==> src/rtl/calc_key_ctrl_if.sv <==
// Keypad / ALU / display signal bundle for calc_key_ctrl.
// The master modport is the controller; the slave modport is the keypad, ALU and display side.
interface calc_key_ctrl_if #(
   parameter int DIGITS = 4
);
   localparam int W  = 4 * DIGITS;
   localparam int CW = $clog2(DIGITS + 1);

   logic          kb_valid;
   logic [3:0]    pressedkey;
   logic [W-1:0]  alu_res;
   logic          alu_done;
   logic          alu_err;
   logic [W-1:0]  alu_a;
   logic [W-1:0]  alu_b;
   logic [3:0]    alu_op;
   logic          alu_start;
   logic [W-1:0]  display;
   logic [CW-1:0] digit_cnt;
   logic [2:0]    state;

   modport master (
      input  kb_valid, pressedkey, alu_res, alu_done, alu_err,
      output alu_a, alu_b, alu_op, alu_start, display, digit_cnt, state
   );

   modport slave (
      output kb_valid, pressedkey, alu_res, alu_done, alu_err,
      input  alu_a, alu_b, alu_op, alu_start, display, digit_cnt, state
   );
endinterface

==> src/rtl/calc_key_ctrl.sv <==
// Keypad-to-ALU controller: BCD operand entry, operator latch, ALU start/done handshake, display.
// Optional macro CALC_CHAIN_EN: an operator after operand B computes and chains into the next operation.
module calc_key_ctrl #(
   parameter int DIGITS = 4
) (
   input  logic            clk,
   input  logic            reset,
   calc_key_ctrl_if.master bus
);
   localparam int W  = 4 * DIGITS;
   localparam int CW = $clog2(DIGITS + 1);

   localparam logic [2:0] ENTER_A = 3'd0;
   localparam logic [2:0] ENTER_B = 3'd1;
   localparam logic [2:0] CALC    = 3'd2;
   localparam logic [2:0] SHOW    = 3'd3;
   localparam logic [2:0] ERR     = 3'd4;

   localparam logic [3:0] KEY_EQUAL = 4'b0101;
   localparam logic [3:0] KEY_AC    = 4'b1101;

   localparam logic [2:0] KC_NONE  = 3'd0;
   localparam logic [2:0] KC_DIGIT = 3'd1;
   localparam logic [2:0] KC_OP    = 3'd2;
   localparam logic [2:0] KC_EQUAL = 3'd3;
   localparam logic [2:0] KC_AC    = 3'd4;

   // Keypad wiring presents digit values bit-reversed.
   function automatic logic [3:0] key_value(input logic [3:0] code);
      return {code[0], code[1], code[2], code[3]};
   endfunction

   logic [2:0]    state_r, state_s;
   logic [W-1:0]  a_r, a_s, b_r, b_s, disp_r, disp_s;
   logic [3:0]    op_r, op_s;
   logic [CW-1:0] cnt_r, cnt_s;
   logic          start_r;
`ifdef CALC_CHAIN_EN
   logic [3:0]    pend_op_r, pend_op_s;
   logic          pend_v_r, pend_v_s;
`endif
   logic [3:0]    val_s;
   logic [2:0]    kcls_s;
   logic [W-1:0]  field_s, shifted_s;
   logic          dig_ok_s;

   // Key classification and the candidate value of the active operand field.
   always_comb begin
      val_s = key_value(bus.pressedkey);
      if (!bus.kb_valid) begin
         kcls_s = KC_NONE;
      end else if (val_s <= 4'd9) begin
         kcls_s = KC_DIGIT;
      end else if (bus.pressedkey == KEY_EQUAL) begin
         kcls_s = KC_EQUAL;
      end else if (bus.pressedkey == KEY_AC) begin
         kcls_s = KC_AC;
      end else begin
         kcls_s = KC_OP;
      end
      field_s   = (state_r == ENTER_B) ? b_r : a_r;
      shifted_s = (field_s << 3'd4) | W'(val_s);
      // Full field, or a leading zero, leaves the field untouched.
      dig_ok_s  = (cnt_r != CW'(DIGITS)) && !((val_s == 4'd0) && (field_s == '0));
   end

   // Next-state and datapath update.
   always_comb begin
      state_s = state_r;
      a_s     = a_r;
      b_s     = b_r;
      op_s    = op_r;
      cnt_s   = cnt_r;
`ifdef CALC_CHAIN_EN
      pend_op_s = pend_op_r;
      pend_v_s  = pend_v_r;
`endif
      case (state_r)
         ENTER_A: begin
            case (kcls_s)
               KC_DIGIT: begin
                  if (dig_ok_s) begin
                     a_s   = shifted_s;
                     cnt_s = cnt_r + CW'(1'b1);
                  end else begin
                     a_s = a_r;
                  end
               end
               KC_OP: begin
                  op_s    = bus.pressedkey;
                  b_s     = '0;
                  cnt_s   = '0;
                  state_s = ENTER_B;
               end
               KC_AC: begin
                  a_s   = '0;
                  cnt_s = '0;
               end
               default: state_s = state_r;
            endcase
         end
         ENTER_B: begin
            case (kcls_s)
               KC_DIGIT: begin
                  if (dig_ok_s) begin
                     b_s   = shifted_s;
                     cnt_s = cnt_r + CW'(1'b1);
                  end else begin
                     b_s = b_r;
                  end
               end
               KC_EQUAL: begin
                  state_s = CALC;
`ifdef CALC_CHAIN_EN
                  pend_v_s = 1'b0;
`endif
               end
               KC_AC: begin
                  if (b_r != '0) begin
                     b_s   = '0;
                     cnt_s = '0;
                  end else begin
                     a_s     = '0;
                     b_s     = '0;
                     op_s    = 4'd0;
                     cnt_s   = '0;
                     state_s = ENTER_A;
                  end
               end
               KC_OP: begin
                  if (cnt_r == '0) begin
                     op_s = bus.pressedkey;
                  end else begin
`ifdef CALC_CHAIN_EN
                     pend_op_s = bus.pressedkey;
                     pend_v_s  = 1'b1;
                     state_s   = CALC;
`else
                     op_s = op_r;
`endif
                  end
               end
               default: state_s = state_r;
            endcase
         end
         CALC: begin
            // Keys are dropped here, including one coinciding with alu_done.
            if (bus.alu_done) begin
               if (bus.alu_err) begin
                  state_s = ERR;
`ifdef CALC_CHAIN_EN
                  pend_v_s = 1'b0;
`endif
               end else begin
                  a_s     = bus.alu_res;
                  state_s = SHOW;
`ifdef CALC_CHAIN_EN
                  if (pend_v_r) begin
                     op_s     = pend_op_r;
                     b_s      = '0;
                     cnt_s    = '0;
                     pend_v_s = 1'b0;
                     state_s  = ENTER_B;
                  end else begin
                     pend_v_s = 1'b0;
                  end
`endif
               end
            end else begin
               state_s = state_r;
            end
         end
         SHOW: begin
            case (kcls_s)
               KC_DIGIT: begin
                  a_s     = W'(val_s);
                  b_s     = '0;
                  cnt_s   = (val_s == 4'd0) ? '0 : CW'(1'b1);
                  state_s = ENTER_A;
               end
               KC_OP: begin
                  op_s    = bus.pressedkey;
                  b_s     = '0;
                  cnt_s   = '0;
                  state_s = ENTER_B;
               end
               KC_AC: begin
                  a_s     = '0;
                  b_s     = '0;
                  op_s    = 4'd0;
                  cnt_s   = '0;
                  state_s = ENTER_A;
               end
               KC_EQUAL: state_s = CALC;
               default:  state_s = state_r;
            endcase
         end
         ERR: begin
            if (kcls_s == KC_AC) begin
               a_s     = '0;
               b_s     = '0;
               op_s    = 4'd0;
               cnt_s   = '0;
               state_s = ENTER_A;
            end else begin
               state_s = state_r;
            end
         end
         default: begin
            a_s     = '0;
            b_s     = '0;
            op_s    = 4'd0;
            cnt_s   = '0;
            state_s = ENTER_A;
         end
      endcase
   end

   // Display source follows the state being entered, so key effects show one cycle after the strobe.
   always_comb begin
      case (state_s)
         ENTER_A, SHOW: disp_s = a_s;
         ENTER_B:       disp_s = ((b_s == '0) && (cnt_s == '0)) ? a_s : b_s;
         ERR:           disp_s = {DIGITS{4'hE}};
         default:       disp_s = disp_r;
      endcase
   end

   // State and datapath registers with synchronous active-low reset.
   always_ff @(posedge clk) begin
      if (!reset) begin
         state_r <= ENTER_A;
         a_r     <= '0;
         b_r     <= '0;
         op_r    <= 4'd0;
         cnt_r   <= '0;
         disp_r  <= '0;
         start_r <= 1'b0;
      end else begin
         state_r <= state_s;
         a_r     <= a_s;
         b_r     <= b_s;
         op_r    <= op_s;
         cnt_r   <= cnt_s;
         disp_r  <= disp_s;
         start_r <= (state_s == CALC) && (state_r != CALC);
      end
   end

`ifdef CALC_CHAIN_EN
   // Pending operator for chained calculation.
   always_ff @(posedge clk) begin
      if (!reset) begin
         pend_op_r <= 4'd0;
         pend_v_r  <= 1'b0;
      end else begin
         pend_op_r <= pend_op_s;
         pend_v_r  <= pend_v_s;
      end
   end
`endif

   assign bus.alu_a     = a_r;
   assign bus.alu_b     = b_r;
   assign bus.alu_op    = op_r;
   assign bus.alu_start = start_r;
   assign bus.display   = disp_r;
   assign bus.digit_cnt = cnt_r;
   assign bus.state     = state_r;
endmodule
==> src/flat_wrapper.sv <==
// flat-port wrapper written by rule: the top's interface ports become plain ports
module calc_key_ctrl_flat 
#(
   parameter int DIGITS = 4
)
  (clk, reset, bus_kb_valid, bus_pressedkey, bus_alu_res, bus_alu_done, bus_alu_err, bus_alu_a, bus_alu_b, bus_alu_op, bus_alu_start, bus_display, bus_digit_cnt, bus_state);
  calc_key_ctrl_if #(.DIGITS(DIGITS)) bus_i ();
  input  logic clk;
  input  logic reset;
  input wire logic [$bits(bus_i.kb_valid)-1:0] bus_kb_valid;
  input wire logic [$bits(bus_i.pressedkey)-1:0] bus_pressedkey;
  input wire logic [$bits(bus_i.alu_res)-1:0] bus_alu_res;
  input wire logic [$bits(bus_i.alu_done)-1:0] bus_alu_done;
  input wire logic [$bits(bus_i.alu_err)-1:0] bus_alu_err;
  output wire logic [$bits(bus_i.alu_a)-1:0] bus_alu_a;
  output wire logic [$bits(bus_i.alu_b)-1:0] bus_alu_b;
  output wire logic [$bits(bus_i.alu_op)-1:0] bus_alu_op;
  output wire logic [$bits(bus_i.alu_start)-1:0] bus_alu_start;
  output wire logic [$bits(bus_i.display)-1:0] bus_display;
  output wire logic [$bits(bus_i.digit_cnt)-1:0] bus_digit_cnt;
  output wire logic [$bits(bus_i.state)-1:0] bus_state;
  assign bus_i.kb_valid = bus_kb_valid;
  assign bus_i.pressedkey = bus_pressedkey;
  assign bus_i.alu_res = bus_alu_res;
  assign bus_i.alu_done = bus_alu_done;
  assign bus_i.alu_err = bus_alu_err;
  assign bus_alu_a = bus_i.alu_a;
  assign bus_alu_b = bus_i.alu_b;
  assign bus_alu_op = bus_i.alu_op;
  assign bus_alu_start = bus_i.alu_start;
  assign bus_display = bus_i.display;
  assign bus_digit_cnt = bus_i.digit_cnt;
  assign bus_state = bus_i.state;
  calc_key_ctrl #(.DIGITS(DIGITS)) u_core (.clk(clk), .reset(reset), .bus(bus_i));
endmodule
==> config.mk <==
export PLATFORM = sky130hd
export DESIGN_NAME = calc_key_ctrl_flat
export DESIGN_NICKNAME = d
export VERILOG_FILES = /design/src/rtl/calc_key_ctrl_if.sv /design/src/rtl/calc_key_ctrl.sv /design/src/flat_wrapper.sv
export SDC_FILE = /design/constraint.sdc
export NUM_CORES = 1
export LEC_CHECK = 0
export ABC_AREA = 1
export CELL_PAD_IN_SITES_DETAIL_PLACEMENT = 0
export CELL_PAD_IN_SITES_GLOBAL_PLACEMENT = 1
export CORE_ASPECT_RATIO = 0.5
export CORE_MARGIN = 2
export CORE_UTILIZATION = 39
export CTS_BUF_LIST = sky130_fd_sc_hd__clkbuf_2 sky130_fd_sc_hd__clkbuf_4 sky130_fd_sc_hd__clkbuf_8
export CTS_CLUSTER_SIZE = 30
export DETAILED_ROUTE_END_ITERATION = 8
export PLACE_DENSITY_LB_ADDON = 0.1
export SKIP_CTS_REPAIR_TIMING = 1
export SLEW_MARGIN = 20
export SYNTH_ARGS = -nofsm -noshare
export SYNTH_HDL_FRONTEND = slang
export SYNTH_SLANG_ARGS = --single-unit
==> constraint.sdc <==
create_clock -name clk -period 4.8 [get_ports clk]
set_input_delay 0.96 -clock clk [delete_from_list [all_inputs] [get_ports clk]]
set_output_delay 0.96 -clock clk [all_outputs]
set_load 0.02 [all_outputs]
==> metrics.md, run 1 <==
| Metric | Value |
|---|---|
| Antenna viol nets, final | 0 |
| DR DRC count | 0 |
| Nets@finish | 792 |
| Slew margin rel. | 41.0% |
| GPL Wtd Cong | 0.939 |
| Slowest CP cell | nor2_4 |
| Total number of vias | 4893 |
| Worst path top cell family by delay | simple AND/OR/NAND/NOR gates |
| RSZ-0062 raised after global routing | false |
| Clk Latency, worst-skew pair | 0.37 ns |
| WP buf/inv | 0 |
| Seq/Total Area, Yosys | 28.7% |
| Worst EP arrival | 4.50 ns |
| Worst-path cell chain | nand2_1, nor2_4, nand2_1, nand2_1, nor2_1, nand2_1, nor2_1, nand2_2, nand2_2, nand2_2, nand2_2, nand2_1, nand2_1, nor2_1, nand2_1, nor2_2, nand3_4, nand2_1, nand3_1, a21oi_1 |
| Clock buffer depth | 2 |
| First-pass GRT wire length | 25100 µm |
| Antenna cells | 0 |
| Total I/O pin count | 84 |
| Crit path launch | u_core.bus.state[0] |
| Die ar. | 0.0114 mm² |
| Die width | 149 µm |
| Area of the core | 0.0102 mm² |
| Setup_tns | 0 ns |
| WP data required | 5.09 ns |
| Post-detail-place hpwl | 12300 µm |
| Clock Skew | 0.0143 ns |
| Startpoint Class | flop |
| Vias per cell | 5.39 |
| WL/cell | 17.8 µm |
| Worst-margin pin slew | 0.876 ns |
| Initial Utilization | 40.2% |
| Clk sinks | 59 |
| Pwr Total | 0.00138 W |
| Reg-to-Reg Start | u_core.bus.state[0] |
| CTS root buffer | clkbuf_8 |
| Leakage power | 2.36 nW |
| GRT Overall Usage | 28.9% |
| HP Class | reg -> reg |
| Antenna violations before repair | 0 |
| F_max | 0.238 GHz |
| Status | completed |
| Main synth FF type | dfxtp_1 |
| IO buf count | 83 |
| Setup CP Type | reg -> reg |
| Crit path largest cell delay | 0.54 ns |
| Unique masters post-synth | 38 |
| H-tree Lvls | 3 |
| Area growth, synth to finish | 27.0% |
| Synth warnings | 0 |
| TritonRoute pass-1 iters | 5 |
| Most frequent CP cell | nand2_1 |
| First DRT Iteration DRCs | 388 |
| Ys async rst share | 0% |
| Peak VDD IR | 0.118 mV |
| Fin. Hold Viols | 0 |
| Total power per unit cell area | 265 mW/mm² |
| Clock slew seen by the registers of the worst setup and hold paths | 0.07 ns |
| CP endpoint kind | flop |
| Sequential cell area | 0.00118 mm² |
| Critical path peak fanout | 26 |
| Vias in the first global route | 4498 |
| Final min period | 4.20 ns |
| Final Cycle Share | 87.6% |
| Multi-input combinational cell area | 0.00240 mm² |
| Layout cells sized above 1 | 5.47% |
| TritonCTS clock tree | built |
| Yosys reg bits | 59 |
| Max-cap violations | 0 |
| Syn Std Cell Area | 0.00411 mm² |
| Fill cells | 1119 |
| Gr ovfl total | 0 |
| Syn_area_per_cell | 5.93 µm² |
| Pin count of the biggest net entering global routing | 33 |
| Die span in y | 76.6 µm |
| Hold Crit Start | u_core.bus.alu_op[2] |
| CTS buffer count | 9 |
| Pins Over Slew Limit | 0 |
| Row count | 26 |
| Post-synth EDFFs | 0 |
| Post-Syn Nets | 720 |
| Syn Inst Count | 693 |
| Routed WL | 16200 µm |
| Endpoints failing setup | 0 |
-- synth_stat cells (5+ instances only) --
library cell    n  area [µm²]
a21oi_1        72         360
buf_2           5        25.0
nand3b_1        8        60.1
nor2_1         72         270
clkbuf_1       18        67.6
nand2_1       180         676
nand4_1        21         131
o21ai_0        50         250
nand3_1        56         280
inv_1          91         342
o21ai_1         5        25.0
dfxtp_1        59        1180
-- kinds of logic (layout without fill, tap and decap cells) --
family	count (synthesis)	count (layout)	synth area share [%]
and+or+nand+nor	358	358	38.8
adders and majority gates	2	2	0.609
xor gates and xnor gates	1	1	0.213
buffers and inverters	129	204	12.8
AOI/OAI and AO/OA	144	144	18.8
DFF	59	59	28.7
-- final timing paths --
kind | to | slack (ns) | cells past startpoint
hold reg to reg | u_core.bus.alu_op[2] | 0.47 | 2
setup / recovery | u_core.bus.display[12] | 0.60 | 20
setup reg to reg | u_core.bus.display[12] | 0.60 | 20
hold / removal | u_core.bus.alu_op[2] | 0.47 | 2
-- layout by cell type, fill, tap and decap left out, drive strengths merged, types with 2 or more instances in the layout --
cell type and instances:
nor2 77, a21oi 72, o311ai 2, clkbuf 12
or2 2, o21ai 57, clkdlybuf4s50 83, ha 2
nor4 3, nand2 184, nand3 59, inv 95
buf 8, o21a 4, nand3b 8, a211oi 2
dfxtp 59, clkinv 5, nor3 4, nand4 21
o211ai 3
-- power breakdown --
| part | switching (W) | total, W | internal, W | leakage [nW] |
|---|---|---|---|---|
| sequential | 0.0000156 | 0.000525 | 0.000510 | 0.478 |
| clock | 0.000212 | 0.000487 | 0.000276 | 0.104 |
| combinational | 0.000242 | 0.000372 | 0.000131 | 1.78 |
-- metrics by stage --
stage                     utilization, %  worst slack (ns)  instances  cell area, µm²  hold slack [ns]
after floorplan                        -              1.73        693            4110            0.545
after global placement              49.1             0.303        894            5020            0.455
after detailed placement            49.1             0.346        894            5020            0.459
after CTS                           51.1             0.706        908            5220            0.469
after global routing                51.1             0.181        908            5220            0.500
final                               51.1             0.597        908            5220            0.470
-- flip-flops by register name (all words and copies together), names as in the netlist --
register	cells
u_core.bus.state	3
u_core.bus.alu_a	16
u_core.bus.alu_b	16
u_core.bus.digit_cnt	3
u_core.bus.alu_op	4
u_core.bus.display	16
u_core.bus.alu_start	1
-- per-layer routing --
metal,routed length (µm),track usage [%]
met1,8040,43.3
met2,6450,40.3
met3,1420,6.95
met4,237,8.10
met5,0,0
-- layout make-up --
type / instances / share of cell area [%]
Multi-Input combinational cell: 505 / 46.0
Clock buffer: 12 / 3.16
Sequential cell: 59 / 22.6
Timing Repair Buffer: 91 / 17.1
Tap cell: 140 / 3.36
Inverter: 99 / 7.12
Clock inverter: 2 / 0.671
-- worst register-to-register path, delay by kind of cell (launching register included) --
| family | cells | cell delay, ns |
|---|---|---|
| AO/OA/AOI/OAI | 1 | 0.17 |
| flip-flops | 1 | 0.46 |
| AND/OR/NAND/NOR | 19 | 3.53 |
Power figures use the tool's default switching activity.
==> inputs of run 2 (changes only) <==
GPL_TIMING_DRIVEN = 1   (was default)
MAX_ROUTING_LAYER = met4   (was default)
==> run 2 against run 1 <==
  * Via count shrank 1.2%
  * Sequential share of layout area shrank 0.065 points
  * Clock skew grew 0.0027 ns
  * First-iteration DRC count shrank 0.52%
  * Wire length grew 1.3%
  * Combinational power grew 1%
  * Cell area grew 0.29%
  * Critical path depth is the same
  * Global-route usage grew 0.79 points
  * Highest routed layer unchanged
  * Final cell count grew 0.55%
==> metrics.md, run 2 (same netlist as run 1, synthesis figures left out) <==
| Metric | Value |
|---|---|
| Fin worst setup slack | 0.640 ns |
| Pins Over Slew Limit | 0 |
| Endpoints failing setup | 0 |
| Worst R2R End | u_core.bus.display[4] |
| Post-detail-place hpwl | 12400 µm |
| Most frequent cells in the layout | 180 x nand2_1, 91 x inv_1, 83 x clkdlybuf4s50_1 |
| Setup CP Type | in -> reg |
| Pre-CTS WS | 0.351 ns |
| Reg-to-Reg Start | u_core.bus.state[1] |
| TritonCTS clock tree | built |
| Area growth, synth to finish | 27.4% |
| Die span in y | 76.6 µm |
| Routed WL | 16400 µm |
| GRT Overall Usage | 29.7% |
| WP data required | 5.10 ns |
| Fin util | 51.2% |
| Pin count of the biggest net entering global routing | 41 |
| CTS root buffer | clkbuf_8 |
| Clock buffer depth | 2 |
| R2r setup slk | 0.68 ns |
| Initial Utilization | 40.2% |
| Design Area, Final | 0.00523 mm² |
| Total I/O pin count | 84 |
| Worst-margin pin slew | 0.860 ns |
| Worst EP arrival | 4.46 ns |
| Die ar. | 0.0114 mm² |
| Placed inst area | 0.00503 mm² |
| TritonRoute pass-1 iters | 5 |
| Row count | 26 |
| Commonest non-fill, non-tap cell in the layout | nand2_1 |
| Total number of vias | 4832 |
| Total power per unit cell area | 264 mW/mm² |
| Worst reg-to-reg path cell count | 19 |
| IO buf count | 83 |
| Layout cells sized above 1 | 5.96% |
| Vias in the first global route | 4384 |
| Peak VDD IR | 0.140 mV |
| Area of the core | 0.0102 mm² |
| Gr ovfl total | 0 |
| H-tree Lvls | 3 |
| Final Cycle Share | 86.7% |
| CP endpoint kind | flop |
| Leakage power | 2.37 nW |
| First-pass GRT wire length | 25000 µm |
| Hold Path Stages | 2 |
| Clk sinks | 59 |
| Setup_tns | 0 ns |
| Antenna violations before repair | 0 |
| Final min period | 4.16 ns |
| Status | completed |
| Clock Skew | 0.0170 ns |
| WL/cell | 17.9 µm |
| GPL Wtd Cong | 0.933 |
| Critical path peak fanout | 21 |
| F_max | 0.240 GHz |
| Vias per cell | 5.29 |
| Fin. Hold Viols | 0 |
| Die width | 149 µm |
| Startpoint Class | primary input |
| First DRT Iteration DRCs | 386 |
| DR DRC count | 0 |
| Min Hold Slack | 0.466 ns |
| Fill cells | 1110 |
| CTS buffer count | 9 |
| Clk Latency, worst-skew pair | 0.36 ns |
| RSZ-0062 raised after global routing | false |
| Antenna viol nets, final | 0 |
| HP Class | reg -> reg |
| Hold Crit Start | u_core.bus.alu_op[2] |
| Hold Path End | u_core.bus.alu_op[2] |
| Clock slew seen by the registers of the worst setup and hold paths | 0.08 ns |
| Slew margin rel. | 42.6% |
| Nets@finish | 794 |
| Max-cap violations | 0 |
==> run 2: layer usage <==
| layer | share of wire [%] | vias up | track usage (%) |
|---|---|---|---|
| met5 | 0 | - | - |
| met4 | 1.1 | 0 | 6.57 |
| met3 | 8.2 | 19 | 7.13 |
| met2 | 40 | 181 | 40.6 |
| met1 | 50 | 2234 | 43.5 |
| li1 | - | 2398 | - |
==> run 2: layout make-up <==
cell class,instances,area [µm²],area share [%]
Sequential cell,59,1180,22.6
Tap cell,140,175,3.35
Antenna cell,1,2.50,0.0478
Inverter,99,372,7.10
Timing Repair Buffer,93,906,17.3
Multi-Input combinational cell,505,2400,45.9
Clock buffer,11,145,2.77
Clock inverter,5,52.6,1.00
==> run 2: through the flow <==
| stage | power [W] | cells |
|---|---|---|
| global placement | 0.000905 | 896 |
| CTS | 0.00138 | 912 |
| floorplan | 0.000773 | 693 |
| global route | 0.00144 | 912 |
| detailed placement | 0.000903 | 896 |
| finish | 0.00138 | 913 |
==> run 2: worst max path at each step <==
| stage | from | end | slack (ns) | cells after the start |
|---|---|---|---|---|
| 4_1_cts | bus_pressedkey[1] | u_core.bus.display[8] | 0.73 | 19 |
| 3_3_place_gp | bus_pressedkey[1] | u_core.bus.display[4] | 0.32 | 18 |
| 2_1_floorplan | bus_pressedkey[3] | u_core.bus.display[10] | 1.73 | 19 |
| 6_report | bus_pressedkey[1] | u_core.bus.display[4] | 0.64 | 20 |
| 5_1_grt | u_core.bus.state[0] | u_core.bus.display[0] | 0.31 | 20 |
| 3_5_place_dp | bus_pressedkey[1] | u_core.bus.display[8] | 0.35 | 19 |
==> run 2: power by group <==
group | leakage (nW) | internal [W] | switching [W]
registers | 0.478 | 0.000509 | 0.0000153
clock network | 0.103 | 0.000257 | 0.000223
logic | 1.79 | 0.000133 | 0.000243
total | 2.37 | 0.000899 | 0.000482
==> run 2: critical path, cell delays in order <==
cell	delay (ns)
clkdlybuf4s50_1	0.53
nor2_1	0.13
nand2_1	0.13
a21oi_1	0.14
nand3_1	0.10
nor2_1	0.15
nand2_2	0.16
nand2_2	0.39
nand2_2	0.31
nand2_2	0.29
nand2_1	0.11
nand2_1	0.20
nor2_1	0.08
nand2_1	0.10
nor2_2	0.07
nand3_4	0.17
nand3_1	0.17
nand2_1	0.10
inv_1	0.05
a21oi_1	0.10
==> RTL edit 1: new RTL, config.mk and constraints of run 2 <==
`DIGITS` is set to 4 in 3 places; all go to 8.
--- a/src/rtl/calc_key_ctrl_if.sv
+++ b/src/rtl/calc_key_ctrl_if.sv
@@ -1,7 +1,7 @@
 // Keypad / ALU / display signal bundle for calc_key_ctrl.
 // The master modport is the controller; the slave modport is the keypad, ALU and display side.
 interface calc_key_ctrl_if #(
-   parameter int DIGITS = 4
+   parameter int DIGITS = 8
 );
    localparam int W  = 4 * DIGITS;
    localparam int CW = $clog2(DIGITS + 1);
--- a/src/rtl/calc_key_ctrl.sv
+++ b/src/rtl/calc_key_ctrl.sv
@@ -1,7 +1,7 @@
 // Keypad-to-ALU controller: BCD operand entry, operator latch, ALU start/done handshake, display.
 // Optional macro CALC_CHAIN_EN: an operator after operand B computes and chains into the next operation.
 module calc_key_ctrl #(
-   parameter int DIGITS = 4
+   parameter int DIGITS = 8
 ) (
    input  logic            clk,
    input  logic            reset,
--- a/src/flat_wrapper.sv
+++ b/src/flat_wrapper.sv
@@ -1,7 +1,7 @@
 // flat-port wrapper written by rule: the top's interface ports become plain ports
 module calc_key_ctrl_flat 
 #(
-   parameter int DIGITS = 4
+   parameter int DIGITS = 8
 )
   (clk, reset, bus_kb_valid, bus_pressedkey, bus_alu_res, bus_alu_done, bus_alu_err, bus_alu_a, bus_alu_b, bus_alu_op, bus_alu_start, bus_display, bus_digit_cnt, bus_state);
   calc_key_ctrl_if #(.DIGITS(DIGITS)) bus_i ();
Ports: changed (5 resized); port bits go from 84 to 149. The function was not compared with the original's and may differ.
==> RTL edit 1 against run 2 <==
Worst setup slack lost 0.46 ns; first-iteration DRC count increased by 150%; largest power group unchanged; hold slack better by 0.0051 ns; final area is 88% higher; die area up 86%; sequential cell count grew 49; wire length up 120%; cell count grew 95%; area after synthesis up 91%; total power up 86%.
==> RTL edit 1: results (changes against run 2) <==
place_hpwl_mm: 25.9  # was 12.4 mm
clockPowerShare: 0.240  # was 0.348
clk_latency_ns: 0.43  # was 0.36 ns
crit_end: "u_core.bus.display[10]"  # was u_core.bus.display[4]
slew_headroom: 0.488  # was 0.426
crit_path_max_incr_delay_ns: 0.50  # was 0.53 ns
finClkSkew_ns: 0.0228  # was 0.0170 ns
wire_per_inst_um: 20.3  # was 17.9 um
ys_top_cells_by_area: "dfxtp_1 28%, nand2_1 17%, nor2_1 13%"  # was dfxtp_1 29%, nand2_1 16%, a21oi_1 8.8%
instances_no_fill: 1782  # was 913
ys_seq_area_frac: 0.276  # was 0.287
antenna_found_initial: 1  # was 0
fin_ws_ns: 0.181  # was 0.640 ns
ff2ff_path_depth: 21  # was 19
clkTransAtPathRegs_ns: 0.11  # was 0.08 ns
status: "completed"  # unchanged
track_usage: 0.346  # was 0.297
grt_max_degree: 54  # was 41
met1_length_mm: 16.9  # was 8.21 mm
portBuffers: 148  # was 83
p_leak_nw: 4.46  # was 2.37 nW
met3_length_mm: 3.28  # was 1.35 mm
nets: 1554  # was 794
synth_cells: 1391  # was 693
power.total_mw: 2.56  # was 1.38 mW
met2_length_mm: 15.4  # was 6.62 mm
grt_first_pass_wirelength_mm: 54.7  # was 25.0 mm
syn_nets: 1434  # was 720
drive_gt1_frac: 0.0548  # was 0.0596
cp_max_fo: 40  # was 21
place_area_um2: 9620  # was 5030 um2
dp_slack_ns: -0.325  # was 0.351 ns
place_congestion: 0.999  # was 0.933
grt_pass1_vias: 9211  # was 4,384
cp_data_arrival_time_ns: 4.94  # was 4.46 ns
synthTopCellsByCount: "351 x nand2_1, 264 x nor2_1, 143 x nand3_1"  # was 180 x nand2_1, 91 x inv_1, 72 x a21oi_1, 72 x nor2_1, 59 x dfxtp_1
ir_drop_uv: 144  # was 140 uV
rrSetupSlack_ns: 0.36  # was 0.68 ns
drt_iter0_drc: 953  # was 386
==> RTL edit 1: per-layer routing <==
layer  track usage  vias up
li1              -     4748
met1         0.487     4669
met2         0.504      487
met3        0.0633       56
met4        0.0916        0
met5             -        -
==> RTL edit 1: critical path, delay by kind of cell <==
kind | cells | cell delay [ns]
AO/OA/AOI/OAI | 3 | 0.59
buffers and inverters | 3 | 0.99
AND/OR/NAND/NOR | 15 | 2.35
==> RTL edit 1: cell type report <==
type | count | area (um2)
sequential | 108 | 2160
antenna | 1 | 2.50
clock buffer | 9 | 124
multi-input combinational | 1087 | 4850
clock inverter | 6 | 72.6
tap | 266 | 333
inverter | 114 | 428
fill | 2165 | 9720
timing repair buffer | 191 | 1850
==> RTL edit 1: cells by family after synthesis <==
kind of cell    after synthesis  share of synthesized area
simple gates                793                      0.419
fa+ha+maj                     2                    0.00320
xor+xnor                      2                    0.00224
buf+inv                     196                      0.106
compound gates              290                      0.193
flops                       108                      0.276
==> RTL edit 2: new RTL, settings of run 2 <==
Made on the original files. `a_r`, `b_r` and `op_r` no longer have a reset.
--- a/src/rtl/calc_key_ctrl.sv
+++ b/src/rtl/calc_key_ctrl.sv
@@ -230,21 +230,21 @@
    always_ff @(posedge clk) begin
       if (!reset) begin
          state_r <= ENTER_A;
-         a_r     <= '0;
-         b_r     <= '0;
-         op_r    <= 4'd0;
          cnt_r   <= '0;
          disp_r  <= '0;
          start_r <= 1'b0;
       end else begin
          state_r <= state_s;
-         a_r     <= a_s;
-         b_r     <= b_s;
-         op_r    <= op_s;
          cnt_r   <= cnt_s;
          disp_r  <= disp_s;
          start_r <= (state_s == CALC) && (state_r != CALC);
       end
+   end
+
+   always_ff @(posedge clk) begin
+      a_r  <= a_s;
+      b_r  <= b_s;
+      op_r <= op_s;
    end
 
 `ifdef CALC_CHAIN_EN
Formal check against the unedited RTL: not equivalent (a bounded check fails within 4 cycles, from zero or initial values and one cycle with reset low).
==> RTL edit 2 against run 2 <==
Final area down 0.74%; worst setup slack better by 0.026 ns; synthesized cell count down 4.3%; wire length down 4.8%; non-clock buffer count up 6; cell count down 2.7%; sequential cell count unchanged; area after synthesis down 2.1%; hold slack better by 0.082 ns; clock skew down 0.0035 ns.
Power is not compared: it rests on default switching activity, and its combinational part moved more than twofold at a synthesized area within 25%.
==> RTL edit 2: results (changes against run 2) <==
period_share: 0.861  # was 0.867
syn_area_per_cell_um2: 6.07  # was 5.93 um2
reg2reg_to: "u_core.bus.display[0]"  # was u_core.bus.display[4]
hold_ws_ns: 0.548  # was 0.466 ns
synthTopCellsByCount: "180 x nand2_1, 93 x inv_1, 72 x o21ai_0"  # was 180 x nand2_1, 91 x inv_1, 72 x a21oi_1, 72 x nor2_1, 59 x dfxtp_1
clkTransAtPathRegs_ns: 0.08  # about the same
ff2ff_path_depth: 19  # unchanged
synth_edf_count: 4  # was 0
place_hpwl_mm: 12.2  # was 12.4 mm
drtPass1Iterations: 5  # unchanged
drt_iter0_drc: 428  # was 386
grt_max_degree: 25  # was 41
synth_warnings: 0  # unchanged
placed_cells: 873  # was 896
n_antenna_cell: 0  # was 1
status: "completed"  # unchanged
finClkSkew_ns: 0.0136  # was 0.0170 ns
place_congestion: 0.980  # was 0.933
dp_slack_ns: 0.378  # was 0.351 ns
r2r_start: "u_core.bus.state[2]"  # was u_core.bus.state[1]
worstMarginPinSlew_ns: 0.879  # was 0.860 ns
portBuffers: 83  # unchanged
nets: 771  # was 794
fill_cells: 1057  # was 1,110
wl_mm: 15.6  # was 16.4 mm
cp_slowest_cell: "nor2_2"  # was clkdlybuf4s50_1
crit_path_max_incr_delay_ns: 0.50  # was 0.53 ns
viasPerCell: 5.27  # was 5.29
ys_top_cells_by_area: "dfxtp_1 27%, nand2_1 17%, o21ai_0 9.0%"  # was dfxtp_1 29%, nand2_1 16%, a21oi_1 8.8%
syn_nets: 690  # was 720
grt_pass1_vias: 4111  # was 4,384
cp_data_arrival_time_ns: 4.43  # was 4.46 ns
ys_types: 38  # unchanged
holdCritStartpoint: "u_core.bus.display[5]"  # was u_core.bus.alu_op[2]
ys_seq_area_frac: 0.304  # was 0.287
drive_gt1_frac: 0.0722  # was 0.0596
whs_endpoint: "u_core.bus.display[5]"  # was u_core.bus.alu_op[2]
grt_first_pass_wirelength_mm: 23.3  # was 25.0 mm
track_usage: 0.289  # was 0.297
vias: 4681  # was 4,832
==> RTL edit 2: cells by family after synthesis <==
family | synth area share
simple gates | 0.362
flops | 0.304
compound gates | 0.192
xor+xnor | 0.00218
buf+inv | 0.134
fa+ha+maj | 0.00622
==> RTL edit 2: final cells by class <==
class / count / share of cell area
sequential: 59 / 0.235
tap: 140 / 0.0337
timing repair buffer: 99 / 0.183
multi-input combinational: 476 / 0.435
clock buffer: 9 / 0.0238
clock inverter: 6 / 0.0173
inverter: 99 / 0.0715
==> RTL edit 2: per-stage QoR <==
stage,instance area [um2],util
finish,5190,0.513
global route,5190,0.513
CTS,5190,0.513
detailed placement,4980,0.492
global placement,4980,0.492
floorplan,4020,-
==> RTL edit 2: worst max path at each step <==
stage	to	cells past startpoint	from
CTS	u_core.bus.display[12]	20	bus_pressedkey[0]
detailed placement	u_core.bus.display[12]	20	bus_pressedkey[0]
global placement	u_core.bus.display[12]	20	bus_pressedkey[1]
floorplan	u_core.bus.display[3]	20	bus_pressedkey[3]
finish	u_core.bus.display[0]	19	u_core.bus.state[2]
global route	u_core.bus.display[12]	19	u_core.bus.state[2]
==> RTL edit 2: where the power goes <==
group	leakage [nW]	internal, mW	switching [mW]	total (mW)
clock network	0.106	0.291	0.226	0.517
logic	1.88	0.335	0.581	0.916
registers	0.488	0.580	0.0791	0.659
total	2.48	1.21	0.886	2.09
==> RTL edit 2: worst reg2reg max path, stage by stage, from the launching register on <==
cell,delay (ns)
dfxtp_1,0.38
nor2_2,0.50
nand2_2,0.40
nand2_1,0.15
nand2_1,0.15
nand3_1,0.14
nor2_2,0.05
nand2_2,0.11
nand2_4,0.18
nand2_4,0.24
inv_1,0.18
o21ai_1,0.15
nand2_1,0.09
nor2_1,0.12
nand2_1,0.18
nor2_4,0.34
nand3_4,0.22
nand2_1,0.18
nand3_1,0.13
a21oi_1,0.19
==> RTL edit 2: per-layer routing <==
layer	GRT usage	routed length (um)
met4	0.0502	138
met1	0.414	7920
met3	0.0814	1420
met2	0.403	6090
met5	-	0
